==> src/rtl/vertex_pkg.sv <==
// Shared types and constants for the vertex feed front end: cfg address map,
// 16.16 fixed-point helpers and the feed FSM state encoding.
package vertex_pkg;

  typedef logic signed [31:0] fix16_t;

  localparam logic [4:0] CFG_MAT0   = 5'd0;
  localparam logic [4:0] CFG_LIGHT0 = 5'd16;
  localparam logic [4:0] CFG_BASE   = 5'd19;
  localparam logic [4:0] CFG_COUNT  = 5'd20;
  localparam logic [4:0] CFG_CTRL   = 5'd21;

  localparam fix16_t FIX_ONE = 32'sh0001_0000;

  localparam int NUM_V   = 15;
  localparam int NUM_COL = 3;

  // Element [2] is the z component, so the default light points down +z.
  localparam logic [2:0][31:0] LIGHT_RST = {FIX_ONE, 32'd0, 32'd0};

  typedef enum logic [1:0] {
    S_IDLE,
    S_FETCH,
    S_PRESENT,
    S_DONE
  } feed_state_t;

  function automatic logic [15:0][31:0] ident_mat();
    logic [15:0][31:0] m;
    m     = '0;
    m[0]  = FIX_ONE;
    m[5]  = FIX_ONE;
    m[10] = FIX_ONE;
    m[15] = FIX_ONE;
    return m;
  endfunction

endpackage

==> src/rtl/vertex_feed_ctrl_if.sv <==
// Memory read port and triangle output handshake of the vertex feed block.
interface vertex_feed_ctrl_if;
  import vertex_pkg::*;

  logic                   mem_req;
  logic [31:0]            mem_addr;
  logic                   mem_rvalid;
  logic [31:0]            mem_rdata;
  logic [NUM_V-1:0][31:0] v_out;
  logic [23:0]            color_out1;
  logic [23:0]            color_out2;
  logic [23:0]            color_out3;
  logic                   tri_valid;
  logic                   tri_done;
  logic                   tri_stall;

  modport master (
    output mem_req, mem_addr,
    input  mem_rvalid, mem_rdata,
    output v_out, color_out1, color_out2, color_out3, tri_valid, tri_done,
    input  tri_stall
  );

  modport slave (
    input  mem_req, mem_addr,
    output mem_rvalid, mem_rdata,
    input  v_out, color_out1, color_out2, color_out3, tri_valid, tri_done,
    output tri_stall
  );

endinterface

==> src/rtl/vertex_cfg_regs.sv <==
// Host register file: transform matrix, light vector, frame base/count.
// All writes and the start decode are locked out while the feed is busy.
module vertex_cfg_regs
  import vertex_pkg::*;
#(
  parameter int CNT_W = 16
) (
  input  logic                   clk,
  input  logic                   rst_n,
  input  logic                   cfg_we,
  input  logic [4:0]             cfg_addr,
  input  logic [31:0]            cfg_wdata,
  input  logic                   busy,
  output logic [15:0][31:0]      mat,
  output logic [2:0][31:0]       lighting,
  output logic [31:0]            base,
  output logic [CNT_W-1:0]       count,
  output logic                   start
);

  logic [15:0][31:0] mat_q, mat_d;
  logic [2:0][31:0]  light_q, light_d;
  logic [31:0]       base_q, base_d;
  logic [CNT_W-1:0]  count_q, count_d;
  logic              wr;

  always_comb begin
    mat_d   = mat_q;
    light_d = light_q;
    base_d  = base_q;
    count_d = count_q;
    wr      = cfg_we && !busy;
    if (wr) begin
      if (cfg_addr < CFG_LIGHT0)       mat_d[cfg_addr[3:0]]   = cfg_wdata;
      else if (cfg_addr < CFG_BASE)    light_d[cfg_addr[1:0]] = cfg_wdata;
      else if (cfg_addr == CFG_BASE)   base_d  = cfg_wdata;
      else if (cfg_addr == CFG_COUNT)  count_d = cfg_wdata[CNT_W-1:0];
    end
    start = wr && (cfg_addr == CFG_CTRL) && cfg_wdata[0];
  end

  always_ff @(posedge clk or negedge rst_n) begin
    if (!rst_n) begin
      mat_q   <= ident_mat();
      light_q <= LIGHT_RST;
      base_q  <= '0;
      count_q <= '0;
    end else begin
      mat_q   <= mat_d;
      light_q <= light_d;
      base_q  <= base_d;
      count_q <= count_d;
    end
  end

  assign mat      = mat_q;
  assign lighting = light_q;
  assign base     = base_q;
  assign count    = count_q;

endmodule

==> src/rtl/vertex_feed_ctrl.sv <==
// Vertex feed scheduler: fetches triangle records one word at a time into a
// staging buffer and presents each triangle downstream with valid/stall.
module vertex_feed_ctrl
  import vertex_pkg::*;
#(
  parameter int REC_WORDS = 18,
  parameter int CNT_W     = 16
) (
  input  logic              clk,
  input  logic              rst_n,
  input  logic              cfg_we,
  input  logic [4:0]        cfg_addr,
  input  logic [31:0]       cfg_wdata,
  output logic              busy,
  output logic              frame_done,
  output logic [15:0][31:0] mat,
  output logic [2:0][31:0]  lighting,
  vertex_feed_ctrl_if.master vf
);

  localparam int WW = $clog2(REC_WORDS);

  logic [31:0]      base;
  logic [CNT_W-1:0] count;
  logic             start;

  feed_state_t            state_q, state_d;
  logic [31:0]            ptr_q, ptr_d;
  logic [WW-1:0]          word_q, word_d;
  logic [CNT_W-1:0]       tri_idx_q, tri_idx_d;
  logic                   outst_q, outst_d;
  logic [NUM_V-1:0][31:0] v_q, v_d;
  logic [NUM_COL-1:0][23:0] col_q, col_d;
  logic                   mem_req;
  logic                   last_tri;
  logic                   rd_ok;

  vertex_cfg_regs #(.CNT_W(CNT_W)) u_cfg (
    .clk       (clk),
    .rst_n     (rst_n),
    .cfg_we    (cfg_we),
    .cfg_addr  (cfg_addr),
    .cfg_wdata (cfg_wdata),
    .busy      (busy),
    .mat       (mat),
    .lighting  (lighting),
    .base      (base),
    .count     (count),
    .start     (start)
  );

  assign last_tri = (tri_idx_q == count - CNT_W'(1));
  // Data beats with nothing outstanding (e.g. from before a reset) are dropped.
  assign rd_ok    = vf.mem_rvalid && outst_q;

  always_comb begin
    state_d    = state_q;
    ptr_d      = ptr_q;
    word_d     = word_q;
    tri_idx_d  = tri_idx_q;
    outst_d    = outst_q;
    v_d        = v_q;
    col_d      = col_q;
    mem_req    = 1'b0;
    frame_done = 1'b0;
    case (state_q)
      S_IDLE: begin
        if (start) begin
          ptr_d     = base;
          tri_idx_d = '0;
          word_d    = '0;
          outst_d   = 1'b0;
          state_d   = (count == '0) ? S_DONE : S_FETCH;
        end
      end
      S_FETCH: begin
        mem_req = !outst_q;
        if (mem_req) outst_d = 1'b1;
        if (rd_ok) begin
          for (int i = 0; i < NUM_V; i++)
            if (word_q == WW'(i)) v_d[i] = vf.mem_rdata;
          for (int i = 0; i < NUM_COL; i++)
            if (word_q == WW'(NUM_V + i)) col_d[i] = vf.mem_rdata[23:0];
          ptr_d   = ptr_q + 32'd4;
          outst_d = 1'b0;
          if (word_q == WW'(REC_WORDS - 1)) begin
            word_d  = '0;
            state_d = S_PRESENT;
          end else begin
            word_d  = word_q + WW'(1);
          end
        end
      end
      S_PRESENT: begin
        if (!vf.tri_stall) begin
          tri_idx_d = tri_idx_q + CNT_W'(1);
          state_d   = last_tri ? S_DONE : S_FETCH;
        end
      end
      S_DONE: begin
        frame_done = 1'b1;
        state_d    = S_IDLE;
      end
      default: state_d = S_IDLE;
    endcase
  end

  always_ff @(posedge clk or negedge rst_n) begin
    if (!rst_n) begin
      state_q   <= S_IDLE;
      ptr_q     <= '0;
      word_q    <= '0;
      tri_idx_q <= '0;
      outst_q   <= 1'b0;
      v_q       <= '0;
      col_q     <= '0;
    end else begin
      state_q   <= state_d;
      ptr_q     <= ptr_d;
      word_q    <= word_d;
      tri_idx_q <= tri_idx_d;
      outst_q   <= outst_d;
      v_q       <= v_d;
      col_q     <= col_d;
    end
  end

  assign busy          = (state_q != S_IDLE);
  assign vf.mem_req    = mem_req;
  assign vf.mem_addr   = ptr_q;
  assign vf.v_out      = v_q;
  assign vf.color_out1 = col_q[0];
  assign vf.color_out2 = col_q[1];
  assign vf.color_out3 = col_q[2];
  assign vf.tri_valid  = (state_q == S_PRESENT);
  assign vf.tri_done   = (state_q == S_PRESENT) && last_tri;

endmodule

==> src/flat_wrapper.sv <==
// flat-port wrapper written by rule: the top's interface ports become plain ports
module vertex_feed_ctrl_flat import vertex_pkg::*;
#(
  parameter int REC_WORDS = 18,
  parameter int CNT_W     = 16
)
  (clk, rst_n, cfg_we, cfg_addr, cfg_wdata, busy, frame_done, mat, lighting, vf_mem_req, vf_mem_addr, vf_mem_rvalid, vf_mem_rdata, vf_v_out, vf_color_out1, vf_color_out2, vf_color_out3, vf_tri_valid, vf_tri_done, vf_tri_stall);
  vertex_feed_ctrl_if vf_i ();
  input  logic clk;
  input  logic rst_n;
  input  logic cfg_we;
  input  logic [4:0] cfg_addr;
  input  logic [31:0] cfg_wdata;
  output logic busy;
  output logic frame_done;
  output logic [15:0][31:0] mat;
  output logic [2:0][31:0] lighting;
  output wire logic [$bits(vf_i.mem_req)-1:0] vf_mem_req;
  output wire logic [$bits(vf_i.mem_addr)-1:0] vf_mem_addr;
  input wire logic [$bits(vf_i.mem_rvalid)-1:0] vf_mem_rvalid;
  input wire logic [$bits(vf_i.mem_rdata)-1:0] vf_mem_rdata;
  output wire logic [$bits(vf_i.v_out)-1:0] vf_v_out;
  output wire logic [$bits(vf_i.color_out1)-1:0] vf_color_out1;
  output wire logic [$bits(vf_i.color_out2)-1:0] vf_color_out2;
  output wire logic [$bits(vf_i.color_out3)-1:0] vf_color_out3;
  output wire logic [$bits(vf_i.tri_valid)-1:0] vf_tri_valid;
  output wire logic [$bits(vf_i.tri_done)-1:0] vf_tri_done;
  input wire logic [$bits(vf_i.tri_stall)-1:0] vf_tri_stall;
  assign vf_mem_req = vf_i.mem_req;
  assign vf_mem_addr = vf_i.mem_addr;
  assign vf_i.mem_rvalid = vf_mem_rvalid;
  assign vf_i.mem_rdata = vf_mem_rdata;
  assign vf_v_out = vf_i.v_out;
  assign vf_color_out1 = vf_i.color_out1;
  assign vf_color_out2 = vf_i.color_out2;
  assign vf_color_out3 = vf_i.color_out3;
  assign vf_tri_valid = vf_i.tri_valid;
  assign vf_tri_done = vf_i.tri_done;
  assign vf_i.tri_stall = vf_tri_stall;
  vertex_feed_ctrl #(.REC_WORDS(REC_WORDS), .CNT_W(CNT_W)) u_core (.clk(clk), .rst_n(rst_n), .cfg_we(cfg_we), .cfg_addr(cfg_addr), .cfg_wdata(cfg_wdata), .busy(busy), .frame_done(frame_done), .mat(mat), .lighting(lighting), .vf(vf_i));
endmodule
==> config.mk <==
export PLATFORM = sky130hd
export DESIGN_NAME = vertex_feed_ctrl_flat
export DESIGN_NICKNAME = d
export VERILOG_FILES = /design/src/rtl/vertex_pkg.sv /design/src/rtl/vertex_feed_ctrl_if.sv /design/src/rtl/vertex_cfg_regs.sv /design/src/rtl/vertex_feed_ctrl.sv /design/src/flat_wrapper.sv
export SDC_FILE = /design/constraint.sdc
export NUM_CORES = 1
export LEC_CHECK = 0
export ABC_AREA = 1
export CORE_AREA = 2 2 498 500
export DETAILED_ROUTE_END_ITERATION = 8
export DIE_AREA = 0 0 500 502
export SKIP_CTS_REPAIR_TIMING = 1
export SLEW_MARGIN = 20
export SYNTH_ARGS = -nofsm -noshare
export SYNTH_HDL_FRONTEND = slang
export SYNTH_SLANG_ARGS = --single-unit
==> constraint.sdc <==
create_clock -name clk -period 1.85 [get_ports clk]
set_input_delay 0.2775 -clock clk [delete_from_list [all_inputs] [get_ports clk]]
set_output_delay 0.2775 -clock clk [all_outputs]
set_load 0.05 [all_outputs]
### After elaboration in Yosys (flattened, before gate mapping)

Index checks and enable logic that the tools add are counted.

* $add $sub $neg: 4
* multipliers: 0
* divide/modulo/power cells: 0
* $lt $le $gt $ge: 6
* equal/unequal tests: 28
* shift-type cells: 0
* mux-type cells: 28
* bitwise logic cells: 3
* reduce and logical (&&, ||, !) cells: 41

Operators with widths (count)
* bitwise mux 512 bit: 1
* demux 32 bit (select 4 bit): 1
* two-way mux 32 bit: 4
* bitwise mux 96 bit: 1
* demux 32 bit (select 2 bit): 1
* one-hot mux 32 bit (2 select lines): 1
* AND reduction 3 bit: 21
* == test 5 x 4 -> 1 bit, second input constant: 8
* adder 32 x 3 -> 32 bit, second input constant: 1
* two-way mux 16 bit: 2
* one-hot mux 16 bit (2 select lines): 1
* == test 5 bit, second input constant: 5
* == test 5 x 3 -> 1 bit, second input constant: 4
* adder 16 x 1 -> 16 bit, second input constant: 1
* == test 16 bit: 1
* zero test 16 bit: 1
* subtractor 16 x 1 -> 16 bit, second input constant: 1
* two-way mux 5 bit: 3
* two-way mux 2 bit: 6
* == test 5 x 2 -> 1 bit, second input constant: 2
* less-than comparator 5 bit, second input constant: 2
* one-hot mux 5 bit (2 select lines): 1
* one-hot mux 2 bit (4 select lines): 1
* AND reduction 4 bit: 2
* other kinds (20): 38

* flip-flop bits (word level): 1264
* bits in latches: 0
* bits in writable memories: 0
* bits in read-only memories: 0
* bits of input ports: 74
* output and inout bits: 1197
* memories kept: 0

### Longest topological paths before layout

* depth after elaboration: 7
* mapped depth: 13

### By module

From an unflattened synthesis, not the netlist that was laid out.

* cell total of the unflattened synthesis: 4954
* area, all modules: 47735.8 um^2

By module, submodules not included
* vertex_cfg_regs: times used 1, cells an instance 2432, area each 23963.0 um^2, sequential area each 16422.0 um^2
* vertex_feed_ctrl: times used 1, cells an instance 2522, area each 23772.8 um^2, sequential area each 15214.6 um^2

### Worst setup path after synthesis

Ideal clock, no wire load.

* kind: register -> output
* start: reg u_core.u_cfg.count_q[0], in the netlist u_core.u_cfg.count[0]
* end: out vf_tri_done
* data arrival time: 1.991 ns
* slack: -0.419 ns
* stages on the path, launching flop included: 11
* buffers on the path: 0
* cells stage by stage: dfrtp_1 -> inv_1 -> ha_1 -> nand2_1 -> nor2_1 -> nand2_1 -> nand3_1 -> nand2_1 -> nor2_1 -> nand3_1 -> nor2_1

* word-level cells in the longest chain between the ends: 3

Ends and longest elaborated chain
* start: declaration: RTL line vertex_cfg_regs.sv:24 `logic [CNT_W-1:0] count_q, count_d;`
* start signal: assignment: RTL line vertex_cfg_regs.sv:52 `count_q <= count_d;`
* subtractor 16 x 1 -> 16 bit: RTL line vertex_feed_ctrl.sv:52 `assign last_tri = (tri_idx_q == count - CNT_W'(1));`
* == test 16 bit: RTL line vertex_feed_ctrl.sv:52
* logical AND 1 bit: RTL line vertex_feed_ctrl.sv:136 `assign vf.tri_done = (state_q == S_PRESENT) && last_tri;`
* end: declaration: RTL line flat_wrapper.sv:27 `output wire logic [$bits(vf_i.tri_done)-1:0] vf_tri_done;`

No other way between the ends.

### Final worst setup path

* start: reg u_core.u_cfg.count_q[1], in the netlist u_core.u_cfg.count[1]
* end: out vf_tri_done

Same word-level chain as after synthesis.

==> results.toml <==
[timing]
worst_slack_ns = -1.00
period_share = 1.54
fin_crit_ns = 2.85
rsz0062_at_grt = "yes"
setup_viol = 526
fmax_mhz = 350
finalClockSkew_ns = 0.0410
whs_ns = 0.100
final-max-slew-violation-count = 0
hold_viol_final = 0
maxSlewHeadroom = 0.618
tightest_slew_ns = 0.572

[floorplanning]
fp.dieH_microns = 502
core_region_area_sq_um = 245000
initial_utilization = 0.192
die_width_microns = 500
dieArea_sq_um = 251000
io_pins = 1271
rows = 182

[yosys]
yosysMostFrequentCell = "dfrtp_1"
async_flop_share = 1.00
yosysUniqueCellTypes = 42
synth_ff_type = "dfrtp_1"
yosysSeqAreaShare = 0.671
synth-edff-count = 0
ys_ff_latch = 1264
syn_inst = 4748
synth_top_area_frac = 0.669
synth_commonest_cells = "dfrtp_1, nand2_1, o21ai_0"
ys_warn_count = 0
synthesis.nets = 4831
synth_area_sq_um = 47100
yosysTopAreaCell = "dfrtp_1"
synth.area.mux_share = 0.000239
synth_top_family_by_area = "compound AO/OA/AOI/OAI gates"
synth_compound_area_frac = 0.143
synth_xor_area_frac = 0.00297
synth_simple_gate_area_share = 0.137
synth_fa_ha_area_frac = 0.00239
avgSynthCellArea_sq_um = 9.92
ys_top_cells_by_area = "dfrtp_1, o21ai_0, nand2_1"

[global_route]
antenna_found_initial = 53
overflow = 0
grt_pass1_wl_microns = 299000
grt_max_degree = 79
grt_pass1_vias = 39500
gr-usage-all-layers = 0.166

[placed_design]
place.gp.congestion = 0.856
io_buffers = 1270
dp_hpwl_microns = 158000
place_area_sq_um = 65600
dp.cells = 9267

[layout]
final_nets = 6312
final_cells = 9588
synthToLayoutAreaGrowth_pct = 46.4
layout-drive-gt1-share = 0.320
stdcell_area_sq_um = 69000

[clocking]
cts_root_buf = "clkbuf_16"
cts.sinks = 1264
clk_path_buf_depth = 3
htree_levels = 4
clk_latency_ns = 0.80
cts_tree = "yes"
path_clk_slew_ns = 0.06
cts_buffers = 143

[power_and_ir_drop]
peakVddDrop_mv = 1.28
finalPower_mw = 134
p_leak_nw = 34.1
power_density_nw_per_um2 = 1940

[routing]
postRouteAntennaNets = 0
drc = 0
drt-initial-drc-count = 3844
totalWireLength_microns = 221000
wire_per_inst_microns = 23.0
vias = 40800
drt-vias-per-instance = 4.26
dr.pass1.iters = 6

[status]
outcome = "finished with violations"
violations = "setup timing"

[worst_hold_path]
hold_path_class = "input port to register"

[worst_setup_path]
cp-end-kind = "primary output"
worstPathRequired_ns = 1.57
crit_top_cell = "nand3_2"
crit_chain = "inv_2 > ha_4 > inv_2 > nand2_1 > nand2_1 > nand3_2 > nor2_4 > nand3_2 > nor2_2 > nand3_2 > nor2_4 > buf_12"
cp-start-kind = "register"
crit_type = "register to primary output"
crit_arrival_ns = 2.58
slowest_delay_ns = 0.39
worst_path_max_delay_cell = "dfrtp_1"
r2r_slack_ns = -0.17
critPathMaxFanout = 4

[job]
maxCapViolCount = 0
[power breakdown]
group          internal (mW)  switching [mW]  leakage (nW)
clock network           17.9            12.5          2.47
registers               36.4            5.52          16.9
logic                   15.5            45.8          14.6
total                   69.8            63.9          34.1
[logic make-up after synthesis]
kind of cell,count (synthesis)
buffers and inverters,515
adder cells (fa/ha/maj),9
flip-flops,1264
multiplexers,1
AO/OA/AOI/OAI,1318
XOR/XNOR,16
AND/OR/NAND/NOR,1625
[final cells by class]
cell class                 count  area, sq um
clock inverter                63          927
tap                         3220         4030
sequential                  1264        31700
multi-input combinational   2969        14000
antenna                       22         55.1
clock buffer                 199         4130
fill                       25600       176000
timing repair buffer        1664        13400
inverter                     187          726
[layout by cell type (no fill, tap or decap), drive strengths merged]
cell type / netlist / final
a31oi: 2 / 2
o31ai: 1 / 1
nand3: 55 / 55
clkbuf: 296 / 785
dfrtp: 1259 / 1259
or2: 4 / 4
diode: 0 / 22
dlygate4sd3: 0 / 1
nor2: 455 / 455
xnor2: 5 / 5
bufinv: 0 / 15
o22ai: 2 / 2
clkinv: 13 / 46
mux2: 1 / 1
nand4: 12 / 12
nand2: 1055 / 1055
a22oi: 5 / 5
clkdlybuf4s50: 0 / 72
ha: 9 / 9
o211ai: 4 / 4
o21bai: 1 / 1
xor2: 11 / 11
a211oi: 1 / 1
buf: 32 / 1005
a21oi: 398 / 398
nor3: 29 / 29
nand3b: 8 / 8
nor4: 7 / 7
clkinvlp: 0 / 5
o21ai: 902 / 902
dfstp: 5 / 5
inv: 174 / 184
o41ai: 2 / 2
[per-stage QoR]
step            util  TNS [ns]  setup slack [ns]
2_1_floorplan      -    -0.638           -0.0246
3_3_place_gp   0.268   -303.02            -0.570
3_5_place_dp   0.268   -334.15            -0.607
4_1_cts        0.288   -313.74             -1.17
5_1_grt        0.281   -140.78             -1.17
6_report       0.281    -23.68             -1.00
[final timing paths]
check,start,end,depth (start not counted)
hold reg to reg,u_core.u_cfg.mat[4]$_DFFE_PN0P_,u_core.u_cfg.mat[4]$_DFFE_PN0P_,2
max in group asynchronous,rst_n,u_core.u_cfg.mat[80]$_DFFE_PN0P_,3
setup / recovery,u_core.u_cfg.count[1]$_DFFE_PN0P_,vf_tri_done,12
setup reg to reg,u_core.u_cfg.count[1]$_DFFE_PN0P_,u_core.state_q[1]$_DFFE_PN0P_,15
hold / removal,cfg_wdata[23],u_core.u_cfg.base[23]$_DFFE_PN0P_,3
min in group asynchronous,rst_n,u_core.u_cfg.lighting[61]$_DFFE_PN0P_,2
[critical path, delay by kind of cell (launching register included)]
family | cells | cell delay (ns)
AND/OR/NAND/NOR | 8 | 0.84
flip-flops | 1 | 0.39
adder cells (fa/ha/maj) | 1 | 0.22
buffers and inverters | 3 | 0.31
[layer usage]
layer / track usage / routed length (microns) / up-vias
met5: 0 / 13 / -
met2: 0.264 / 102000 / 1797
met4: 0.0726 / 9240 / 2
met1: 0.210 / 90400 / 20100
met3: 0.0443 / 19000 / 372
li1: - / - / 18500
[registers in the layout, summed over array words and instances, names as in the netlist, 16 cells and up]
register and flops:
u_core.u_cfg.mat 512, u_core.vf.v_out 480, u_core.u_cfg.lighting 96, u_core.u_cfg.base 32, u_core.vf.mem_addr 32, u_core.vf.color_out1 24
u_core.vf.color_out2 24, u_core.vf.color_out3 24, u_core.tri_idx_q 16, u_core.u_cfg.count 16
(Power assumes the default switching activity.)
